===== src/rtl/load_store_unit.sv =====
// Load/store unit: one data-memory transaction at a time over a req/gnt/rvalid
// handshake, with byte-lane steering for stores and extraction/extension for loads.
module load_store_unit #(
    parameter int ADDR_WIDTH = 32
) (
    input  logic                  clk,
    input  logic                  reset,
    input  logic                  lsu_enable_ip,
    input  logic                  lsu_we_ip,
    input  logic [1:0]            lsu_type_ip,
    input  logic                  lsu_sign_ext_ip,
    input  logic [31:0]           lsu_wdata_ip,
    input  logic [ADDR_WIDTH-1:0] lsu_addr_ip,
    input  logic                  lsu_addr_valid_ip,
    output logic [31:0]           lsu_rdata_op,
    output logic                  lsu_valid_op,
    output logic                  lsu_err_op,
    output logic                  lsu_busy_op,
    output logic                  data_req_o,
    input  logic                  data_gnt_i,
    input  logic                  data_rvalid_i,
    output logic [ADDR_WIDTH-1:0] data_addr_o,
    output logic                  data_we_o,
    output logic [3:0]            data_be_o,
    output logic [31:0]           data_wdata_o,
    input  logic [31:0]           data_rdata_i
);

    typedef enum logic [2:0] {
        ST_IDLE = 3'd0,
        ST_REQ  = 3'd1,
        ST_WAIT = 3'd2,
        ST_DONE = 3'd3,
        ST_ERR  = 3'd4
    } lsu_state_t;

    // Illegal size code or an address not aligned to the access size.
    function automatic logic access_err(input logic [1:0] ty, input logic [1:0] off);
        case (ty)
            2'b00:   access_err = 1'b0;
            2'b01:   access_err = off[0];
            2'b10:   access_err = (off != 2'b00);
            default: access_err = 1'b1;
        endcase
    endfunction

    function automatic logic [3:0] calc_be(input logic [1:0] ty, input logic [1:0] off);
        case (ty)
            2'b00:   calc_be = 4'b0001 << off;
            2'b01:   calc_be = 4'b0011 << {off[1], 1'b0};
            2'b10:   calc_be = 4'b1111;
            default: calc_be = 4'b0000;
        endcase
    endfunction

    function automatic logic [31:0] calc_wdata(input logic [1:0] ty, input logic [31:0] wd);
        case (ty)
            2'b00:   calc_wdata = {4{wd[7:0]}};
            2'b01:   calc_wdata = {2{wd[15:0]}};
            default: calc_wdata = wd;
        endcase
    endfunction

    // Shift the addressed lane down to bit 0, then keep and extend the access size.
    function automatic logic [31:0] format_load(input logic [1:0] ty, input logic sx,
                                                input logic [1:0] off, input logic [31:0] raw);
        logic [31:0] shifted;
        shifted = raw >> {off, 3'b000};
        case (ty)
            2'b00:   format_load = {{24{sx & shifted[7]}}, shifted[7:0]};
            2'b01:   format_load = {{16{sx & shifted[15]}}, shifted[15:0]};
            default: format_load = shifted;
        endcase
    endfunction

    lsu_state_t            state_r;
    lsu_state_t            next_state_s;
    logic                  accept_s;
    logic                  legal_accept_s;
    logic                  busy_s;
    logic [1:0]            off_r;
    logic [1:0]            type_r;
    logic                  sign_r;
    logic                  valid_r;
    logic                  err_r;
    logic [31:0]           rdata_r;
    logic                  req_r;
    logic [ADDR_WIDTH-1:0] addr_r;
    logic                  we_r;
    logic [3:0]            be_r;
    logic [31:0]           wdata_r;

    // Next-state logic; new requests are only looked at in IDLE.
    always_comb begin
        next_state_s   = state_r;
        accept_s       = 1'b0;
        legal_accept_s = 1'b0;
        case (state_r)
            ST_IDLE: begin
                if (lsu_enable_ip && lsu_addr_valid_ip) begin
                    accept_s = 1'b1;
                    if (access_err(lsu_type_ip, lsu_addr_ip[1:0])) begin
                        next_state_s = ST_ERR;
                    end else begin
                        legal_accept_s = 1'b1;
                        next_state_s   = ST_REQ;
                    end
                end else begin
                    next_state_s = ST_IDLE;
                end
            end
            ST_REQ: begin
                if (data_gnt_i) begin
                    next_state_s = ST_WAIT;
                end else begin
                    next_state_s = ST_REQ;
                end
            end
            ST_WAIT: begin
                if (data_rvalid_i) begin
                    next_state_s = ST_DONE;
                end else begin
                    next_state_s = ST_WAIT;
                end
            end
            ST_DONE: next_state_s = ST_IDLE;
            ST_ERR:  next_state_s = ST_IDLE;
            default: next_state_s = ST_IDLE;
        endcase
    end

    // Stall: combinational in the accepting cycle, state-derived afterwards.
    always_comb begin
        busy_s = 1'b0;
        if (!reset) begin
            busy_s = 1'b0;
        end else if ((state_r == ST_REQ) || (state_r == ST_WAIT)) begin
            busy_s = 1'b1;
        end else begin
            busy_s = legal_accept_s;
        end
    end

    // FSM state register.
    always_ff @(posedge clk or negedge reset) begin
        if (!reset) begin
            state_r <= ST_IDLE;
        end else begin
            state_r <= next_state_s;
        end
    end

    // Registered outputs and the latched access attributes.
    always_ff @(posedge clk or negedge reset) begin
        if (!reset) begin
            off_r   <= 2'b00;
            type_r  <= 2'b00;
            sign_r  <= 1'b0;
            valid_r <= 1'b0;
            err_r   <= 1'b0;
            rdata_r <= 32'h0000_0000;
            req_r   <= 1'b0;
            addr_r  <= '0;
            we_r    <= 1'b0;
            be_r    <= 4'b0000;
            wdata_r <= 32'h0000_0000;
        end else begin
            valid_r <= (next_state_s == ST_DONE) || (next_state_s == ST_ERR);
            err_r   <= (next_state_s == ST_ERR);
            req_r   <= (next_state_s == ST_REQ);
            if (accept_s) begin
                off_r  <= lsu_addr_ip[1:0];
                type_r <= lsu_type_ip;
                sign_r <= lsu_sign_ext_ip;
            end
            if (legal_accept_s) begin
                addr_r  <= {lsu_addr_ip[ADDR_WIDTH-1:2], 2'b00};
                we_r    <= lsu_we_ip;
                be_r    <= calc_be(lsu_type_ip, lsu_addr_ip[1:0]);
                wdata_r <= calc_wdata(lsu_type_ip, lsu_wdata_ip);
            end
            // Store responses complete the access but leave the load result untouched.
            if ((state_r == ST_WAIT) && data_rvalid_i && !we_r) begin
                rdata_r <= format_load(type_r, sign_r, off_r, data_rdata_i);
            end
        end
    end

    assign lsu_rdata_op = rdata_r;
    assign lsu_valid_op = valid_r;
    assign lsu_err_op   = err_r;
    assign lsu_busy_op  = busy_s;
    assign data_req_o   = req_r;
    assign data_addr_o  = addr_r;
    assign data_we_o    = we_r;
    assign data_be_o    = be_r;
    assign data_wdata_o = wdata_r;

endmodule


===== config.mk =====
export PLATFORM = sky130hd
export DESIGN_NAME = load_store_unit
export DESIGN_NICKNAME = d
export VERILOG_FILES = /design/src/rtl/load_store_unit.sv
export SDC_FILE = /design/constraint.sdc
export NUM_CORES = 1
export LEC_CHECK = 0
export BUFFER_PORTS_ARGS = -buffer_cell sky130_fd_sc_hd__buf_2
export CORE_ASPECT_RATIO = 1.75
export CORE_MARGIN = 4
export CORE_UTILIZATION = 49
export DETAILED_ROUTE_END_ITERATION = 7
export GPL_TIMING_DRIVEN = 1
export HOLD_SLACK_MARGIN = 0.12
export PLACE_DENSITY = 0.84
export RECOVER_POWER = 50
export SYNTH_ARGS = -nofsm -noshare
export SYNTH_HDL_FRONTEND = slang
export SYNTH_SLANG_ARGS = --single-unit

===== constraint.sdc =====
create_clock -name clk -period 2 [get_ports clk]
set_input_delay 0.1 -clock clk [delete_from_list [all_inputs] [get_ports clk]]
set_output_delay 0.1 -clock clk [all_outputs]
set_load 0.05 [all_outputs]

Word-level counts from Yosys, hierarchy flattened:

Index checks and enable logic that the tools add are counted.

* multiplexer cells: 18
* eq/ne operators: 8
* bitwise operators: 2
* shifts and indexed selects: 3
* reductions and logical operators: 10

Operators with widths (count)
* 32-bit case mux with 2 select lines: 2
* 32-bit by 5-bit >> shifter with 32-bit output: 1
* 4-bit case mux with 3 select lines: 1
* 1-bit two-way mux: 10
* 3-bit case mux with 3 select lines: 1
* 3-bit by 1-bit equality test with 1-bit output, second input constant: 2
* 3-bit by 2-bit equality test with 1-bit output, second input constant: 2
* 3-bit two-way mux: 2
* 2-bit by 1-bit equality test with 1-bit output, second input constant: 2
* 2-bit logical NOT: 2
* 1-bit by 2-bit << shifter with 4-bit output, first input constant: 1
* 2-bit by 2-bit << shifter with 4-bit output, first input constant: 1
* 3-bit equality test, second input constant: 1
* 1-bit logical AND: 3
* 3-bit logical NOT: 1
* 1-bit case mux with 3 select lines: 1
* 1-bit AND: 2
* 2-bit equality test, second input constant: 1
* 1-bit logical OR: 2
* 2-bit two-way mux: 1
* 2-bit nonzero test: 1
* 1-bit logical NOT: 1

* bits of input ports: 106
* register bits after elaboration: 110
* word-level logic and storage cells: 53
* output and inout port bits: 105

Logic depth before layout (Yosys ltp):

Gate-level depths: netlist of the first run.

* word-level depth: 9
* gate-level depth with buffers: 6
* gate-level depth less buffers: 4

Worst setup path after synthesis of the first run:

No wires, ideal clock.

* kind: flip-flop to output port
* start: register state_r[0]
* end: output lsu_busy_op
* required time: 1900 ps
* path buffers: 1
* slack: -379 ps
* stages on the path, launching flop included: 5
* arrival time: 2279 ps
* path through: dfrtp_1 > nor3_2 > o2111ai_4 > clkbuf_1 > a21boi_0

* word-level cells in the longest chain between the ends: 4
* elaborated cells on any way between the ends: 7
* those cells by class: eq/ne (2); mux (3); reduce/logical (2)

Ends and longest elaborated chain
* start: declaration: RTL line 76 `lsu_state_t state_r;`
* start signal: assignment: RTL line 149 `state_r <= next_state_s;`
* 3-bit logical NOT (tied with other cells): RTL line 98 `case (state_r)`
* 1-bit two-way mux or 1-bit logical OR (tied branches): RTL line 98, 137
* 1-bit two-way mux *: RTL line 137 `end else if ((state_r == ST_REQ) || (state_r == ST_WAIT)) begin`
* 1-bit two-way mux *: RTL line 135 `if (!reset) begin`
* end: declaration: RTL line 18 `output logic lsu_busy_op,`

Every way passes the cells marked *; elsewhere a longest branch is shown, timed or not.

Final worst setup path of the first run:

* start: input lsu_addr_ip[0]
* end: output lsu_busy_op

* word-level cells in the longest chain between the ends: 9

Ends and longest elaborated chain
* start: declaration: RTL line 13 `input logic [ADDR_WIDTH-1:0] lsu_addr_ip,`
* 2-bit nonzero test: RTL line 42 `2'b10: access_err = (off != 2'b00);`
* 1-bit case mux with 3 select lines *: RTL line 39 `case (ty)`
* 1-bit two-way mux *: RTL line 100 `if (lsu_enable_ip && lsu_addr_valid_ip) begin`
* 1-bit two-way mux *: RTL line 98
* 1-bit two-way mux *: RTL line 102 `if (access_err(lsu_type_ip, lsu_addr_ip[1:0])) begin`
* 1-bit two-way mux *: RTL line 100
* 1-bit two-way mux *: RTL line 98
* 1-bit two-way mux *: RTL line 137
* 1-bit two-way mux *: RTL line 135

Every way passes the cells marked *; elsewhere a longest branch is shown, timed or not. The select of a mux whose other input is x is not followed.

==> run_results.csv, run 1 <==
group,metric,value,unit
clock_network,cts.sinks,110,
yosys,avgSynthCellArea,11.6,um^2
worst_setup_path,path_max_fanout,8,
global_routing,antenna_found_initial,0,
global_routing,globalRoute.busiestLayer,"met2",
sta,slew_headroom,7.55,%
global_routing,grt.met2_usage,46.5,%
yosys,synth_cells,460,
die,row_count,50,
sta,max_freq,0.513,GHz
sta,skew,0.0108,ns
route,drt_first_iter_violations,214,
worst_setup_path,cp-end-kind,"output pin",
route,avgRoutedWirePerCell,19.3,um
clock_network,cts_tree,"built",
worst_setup_path,r2r_cells,3,
clock_network,numCtsBuffers,9,
worst_setup_path,r2r-end,"lsu_rdata_op[16]",
route,first_pass_iters,4,
global_routing,grtUsageTotal,26.8,%
place,dp_hpwl,11300,um
yosys,synth_common_cells,"110 x dfrtp_1, 69 x nand2_1, 43 x mux2i_1",
power_and_ir_drop,vdd_drop_max,0.00112,V
yosys,async_flop_share,100,%
die,start_util,49.9,%
worst_setup_path,crit_path_start,"lsu_addr_ip[0]",
global_routing,grt_max_degree,111,
yosys,synth_compound_area_share,11.9,%
yosys,yosys_register_bits,110,
yosys,synth_top_family_by_area,"multiplexers",
sta,min_period,1.95,ns
worst_hold_path,hold_class,"in -> reg",
sta,drv_slew,0,
die,io_pins,211,
yosys,yosysWarnings,0,
worst_setup_path,max_stage_delay,0.54,ns
worst_setup_path,worstPathCellList,"dlygate4sd3_1 -> buf_2 -> a21oi_2 -> o2111ai_4 -> a21boi_1 -> clkbuf_4",
layout,area_growth,40.2,%
sta,worst_slack,0.0520,ns
route,num_vias,4784,
yosys,syn_area,5340,um^2
yosys,yosysTopAreaCell,"dfrtp_1",
global_routing,met1_usage,31.2,%
die,die_area,12700,um^2
power_and_ir_drop,finalPower,0.0133,W
power_and_ir_drop,p_leak,3.67,nW
layout,drive_gt1_share,33.0,%
worst_setup_path,slowest_stage,"dlygate4sd3_1",
worst_setup_path,crit_type,"in -> out",
yosys,synth_most_common_cell,"dfrtp_1",
place,place_ws,0.119,ns
global_routing,grt_first_pass_wirelength,26700,um
yosys,synth_top_area_share,51.5,%
yosys,yosys-top-cells-area,"dfrtp_1 52%, mux2_4 11%, mux2i_1 8.1%",
worst_setup_path,worstSetupStartpointType,"input pin",
power_and_ir_drop,powerDensity,1770,nW/um^2
yosys,ys.flop_type,"dfrtp_1",
job,drv_cap,0,
worst_setup_path,endpoint,"lsu_busy_op",
worst_setup_path,r2r_setup_slack,0.12,ns
yosys,synth_edf_count,0,
route,wl,16800,um
global_routing,globalRouteOverflowTotal,0,
worst_setup_path,reg2reg_from,"type_r[0]",
die,die_h,146,um
clock_network,worstSkewPairLatency,0.34,ns
layout,final_cells,870,
route,post-route-drc-count,0,
route,postRouteAntennaNets,0,
die,coreArea,10700,um^2
yosys,yosysSeqAreaShare,51.5,%
layout,finalNetCount,842,
clock_network,root_buffer,"clkbuf_16",
clock_network,h-tree-depth,3,
place,placed_cells,780,
outcome,status,"complete, no violations",
worst_setup_path,cp_data_required_time,1.90,ns
yosys,synth.mux.area_fraction,20.9,%
clock_network,cts.reportedPaths.clkPinSlew,0.07,ns
global_routing,grt_pass1_vias,5079,
global_routing,met3_usage,5.99,%
yosys,synthSimpleGateAreaFrac,11.8,%
place,port_buffers,208,
yosys,synth_xor_area_share,0.164,%
sta,tightest_slew,1.39,ns
sta,rsz0062_at_grt,"true",
yosys,synthAdderAreaFrac,0,%
layout,final_cell_area,7490,um^2
sta,fin_crit_sh,97.4,%
die,dieWidth,86.9,um
place,placed_area,6530,um^2
sta,setup_viol,0,
clock_network,clockBufferDepth,2,
sta,hold_viol_final,0,
layout,diodes,0,
route,viasPerCell,5.50,
yosys,synth.distinct_cells,48,
place,gp_congestion,0.912,
worst_setup_path,crit_arrival,1.85,ns
-- worst min-delay path by stage --
stage | start | endpoint | slack [ns] | cells after the start
CTS | lsu_wdata_ip[8] | data_wdata_o[8] | 0.12 | 3
finish | data_rvalid_i | lsu_valid_op | 0.13 | 3
detailed placement | reset | state_r[2] | 0.26 | 2
global placement | reset | lsu_err_op | 0.24 | 2
floorplan | reset | data_addr_o[10] | -0.20 | 0
global route | data_rvalid_i | lsu_valid_op | 0.14 | 3
-- cells in the final DEF, fill, tap and decap left out, drive strengths merged, types with 3 or more instances in the layout --
cell type / count
buf: 170
dfrtp: 110
dlygate4sd3: 75
nand2: 69
clkbuf: 63
mux2: 46
mux2i: 43
o21ai: 25
a21oi: 25
nor2: 21
nand3: 17
nor2b: 9
o2bb2ai: 8
o311ai: 8
a211oi: 7
nand2b: 4
nor3: 4
o21a: 3
-- per-stage QoR --
| step | TNS [ns] | util, % | hold slack [ns] |
|---|---|---|---|
| 3_5_place_dp | 0 | 61.1 | 0.256 |
| 3_3_place_gp | 0 | 61.1 | 0.241 |
| 6_report | 0 | 70.0 | 0.131 |
| 5_1_grt | -0.0199 | 70.0 | 0.141 |
| 2_1_floorplan | 0 | - | -0.196 |
| 4_1_cts | 0 | 70.8 | 0.124 |
-- flip-flops by register name (all words and copies together) (netlist names) --
name and flops:
off_r 2, state_r 3, lsu_err_op 1, data_addr_o 30
lsu_valid_op 1, data_req_o 1, sign_r 1, data_we_o 1
data_be_o 4, type_r 2, data_wdata_o 32, lsu_rdata_op 32
-- where the power goes --
part | total (W) | internal, W | leakage, nW | switching, W
combinational | 0.00755 | 0.00210 | 2.18 | 0.00545
sequential | 0.00399 | 0.00327 | 1.35 | 0.000715
clock | 0.00175 | 0.000970 | 0.139 | 0.000780
-- layout make-up --
class | instances | area, um^2
Multi-Input combinational cell | 316 | 2390
Fill cell | 790 | 3210
Clock buffer | 10 | 229
Inverter | 1 | 3.75
Tap cell | 130 | 163
Timing Repair Buffer | 298 | 1890
Sequential cell | 110 | 2750
Clock inverter | 5 | 60.1
-- critical path: cells and delay by family --
| kind | cells | cell delay (ns) |
|---|---|---|
| buf+inv | 3 | 0.97 |
| compound gates | 3 | 0.76 |
-- repair_timing --
action | 4_1_cts | 5_1_grt
setup buffers | 0 | 0
endpoints found under the setup margin | 0 | 6
gates resized for setup | 0 | 2
hold buffers | 75 | 0
hold endpoints to repair | 186 | 0
-- logic make-up after synthesis --
kind of cell,Yosys count
mux,90
other cells,1
buf+inv,35
xor+xnor,1
compound gates,89
flops,110
simple gates,134
-- metal layers --
| metal | part of all wire [%] | up-vias |
|---|---|---|
| li1 | - | 2170 |
| met1 | 35 | 2333 |
| met2 | 53 | 246 |
| met3 | 8.6 | 35 |
| met4 | 3.6 | 0 |
| met5 | 0 | - |
Note: power is estimated with default switching activity, not from simulation.
==> inputs of run 2 (changes only) <==
- CELL_PAD_IN_SITES_DETAIL_PLACEMENT: not set -> 0
- CELL_PAD_IN_SITES_GLOBAL_PLACEMENT: not set -> 1
- CORE_ASPECT_RATIO: 1.75 -> 0.7
- CORE_UTILIZATION: 49 -> 37
==> run_results.csv, run 2 (same netlist as run 1, synthesis figures left out) <==
group,metric,value,unit
outcome,status,"complete, no violations",
power_and_ir_drop,p_int,0.00625,W
global_routing,grt_max_degree,111,
power_and_ir_drop,p_seq_share,30.3,%
worst_setup_path,worstSetupStartpointType,"flip-flop",
sta,setup_viol,0,
layout,area_growth,43.6,%
route,first_pass_iters,4,
route,post-route-drc-count,0,
layout,final_cell_area,7670,um^2
power_and_ir_drop,p_clk_share,12.9,%
clock_network,cts.sinks,110,
worst_setup_path,cp-end-kind,"flip-flop",
global_routing,grt_pass1_vias,5042,
route,drt_first_iter_violations,234,
place,dp_hpwl,11400,um
worst_setup_path,max_stage_delay,0.56,ns
route,num_vias,4678,
worst_setup_path,path_max_fanout,14,
die,dieWidth,152,um
place,placed_cells,846,
worst_setup_path,cp_data_required_time,2.21,ns
layout,finalNetCount,856,
sta,drv_slew,0,
worst_setup_path,r2r_cells,4,
sta,skew,0.00826,ns
job,drv_cap,0,
clock_network,clockBufferDepth,2,
global_routing,antenna_found_initial,0,
power_and_ir_drop,power_switching,0.00697,W
global_routing,grt_first_pass_wirelength,26100,um
power_and_ir_drop,swShare,52.7,%
sta,max_freq,0.534,GHz
die,start_util,38.1,%
clock_network,worstSkewPairLatency,0.35,ns
layout,drive_gt1_share,34.2,%
worst_setup_path,endpoint,"lsu_rdata_op[21]",
clock_network,root_buffer,"clkbuf_16",
power_and_ir_drop,p_leak,3.74,nW
sta,min_period,1.87,ns
power_and_ir_drop,vdd_drop_max,0.00111,V
place,port_buffers,208,
clock_network,cts.reportedPaths.clkPinSlew,0.07,ns
worst_setup_path,r2r_setup_slack,0.13,ns
sta,rsz0062_at_grt,"false",
clock_network,numCtsBuffers,9,
route,postRouteAntennaNets,0,
sta,fin_crit_sh,93.7,%
worst_setup_path,slowest_stage,"mux4_2",
route,viasPerCell,4.95,
die,coreArea,14000,um^2
worst_setup_path,crit_arrival,2.09,ns
worst_hold_path,hold_class,"in -> reg",
die,row_count,36,
place,placed_area,6640,um^2
route,avgRoutedWirePerCell,17.4,um
die,die_area,16500,um^2
die,io_pins,211,
sta,hold_ws,0.134,ns
sta,hold_viol_final,0,
global_routing,globalRouteOverflowTotal,0,
worst_setup_path,crit_path_start,"type_r[0]",
die,die_h,109,um
worst_setup_path,reg2reg_from,"type_r[0]",
worst_setup_path,r2r-end,"lsu_rdata_op[21]",
layout,fill_cells,1220,
clock_network,h-tree-depth,3,
worst_setup_path,worstPathCellList,"mux4_2 -> o2111ai_4 -> buf_4 -> o311ai_2",
sta,tightest_slew,1.37,ns
place,gp_congestion,0.816,
clock_network,cts_tree,"built",
layout,final_cells,946,
layout,layout_commonest_cell,"buf_2",
layout,final_cell_mix,"157 x buf_2, 110 x dfrtp_1, 79 x dlygate4sd3_1, 69 x nand2_1, 50 x clkbuf_1",
power_and_ir_drop,finalPower,0.0132,W
sta,slew_headroom,8.66,%
worst_setup_path,crit_type,"reg -> reg",
global_routing,grtUsageTotal,20.4,%
route,wl,16500,um
power_and_ir_drop,powerDensity,1720,nW/um^2
power_and_ir_drop,p_comb_share,56.8,%
sta,fin_setup_tns,0,ns
-- run 2: cell count changes in the layout (fill, tap and decap cells not counted), sizes merged --
cell         change
buf             +13
bufinv           -1
clkbuf           -4
clkinv           +2
diode            +1
dlygate4sd3      +4
inv              +1
-- run 2: final cells by class --
cell class	count	area (um^2)	share of cell area [%]
antenna	1	2.50	0.0326
clock buffer	9	225	2.94
clock inverter	7	58.8	0.766
inverter	1	3.75	0.0489
multi-input combinational	316	2390	31.2
sequential	110	2750	35.9
tap	190	238	3.10
timing repair buffer	312	2000	26.0
-- run 2: critical path, delay by kind of cell, from the launching register on --
kind	cells	cell delay, ns
AO/OA/AOI/OAI	2	0.52
buffers and inverters	1	0.21
flip-flops	1	0.45
multiplexers	1	0.56
-- run 2: worst min path at each step --
stage | from | to | slack, ns | cells after the start
final | lsu_type_ip[0] | lsu_err_op | 0.13 | 3
after global routing | lsu_type_ip[0] | lsu_err_op | 0.17 | 3
after CTS | data_rdata_i[23] | lsu_rdata_op[23] | 0.13 | 3
after detailed placement | reset | data_wdata_o[4] | 0.26 | 2
after global placement | reset | data_wdata_o[12] | 0.24 | 2
after floorplan | reset | data_addr_o[10] | -0.20 | 0
-- run 2: power by group through the flow --
| stage | combinational (W) | clock [W] | sequential (W) |
|---|---|---|---|
| floorplan | 0.00224 | 0 | 0.00731 |
| global placement | 0.00745 | 0 | 0.00395 |
| detailed placement | 0.00754 | 0 | 0.00398 |
| CTS | 0.00766 | 0.00176 | 0.00399 |
| global route | 0.00794 | 0.00182 | 0.00414 |
| finish | 0.00751 | 0.00170 | 0.00400 |
-- run 2: through the flow --
stage / worst slack (ns) / util, %
2_1_floorplan: 0.00511 / -
3_3_place_gp: 0.210 / 47.4
3_5_place_dp: 0.116 / 47.4
4_1_cts: 0.107 / 55.1
5_1_grt: 0.0167 / 54.8
6_report: 0.127 / 54.8
-- run 2: metal layers --
metal  share of wire (%)  global-route usage, %  vias up
li1                    -                      -     2213
met1                  41                   24.9     2265
met2                  49                   33.9      160
met3                 6.2                   5.91       40
met4                 3.3                   8.59        0
met5                   0                      0        -
-- run 2: what timing repair did --
action / in CTS / in global routing
hold buffers: 79 / 0
buffers inserted: 1 / 3
hold endpoints to repair: 189 / 0
pin swaps: 1 / 1
setup endpoints to repair: 1 / 12
resized for setup: 0 / 1
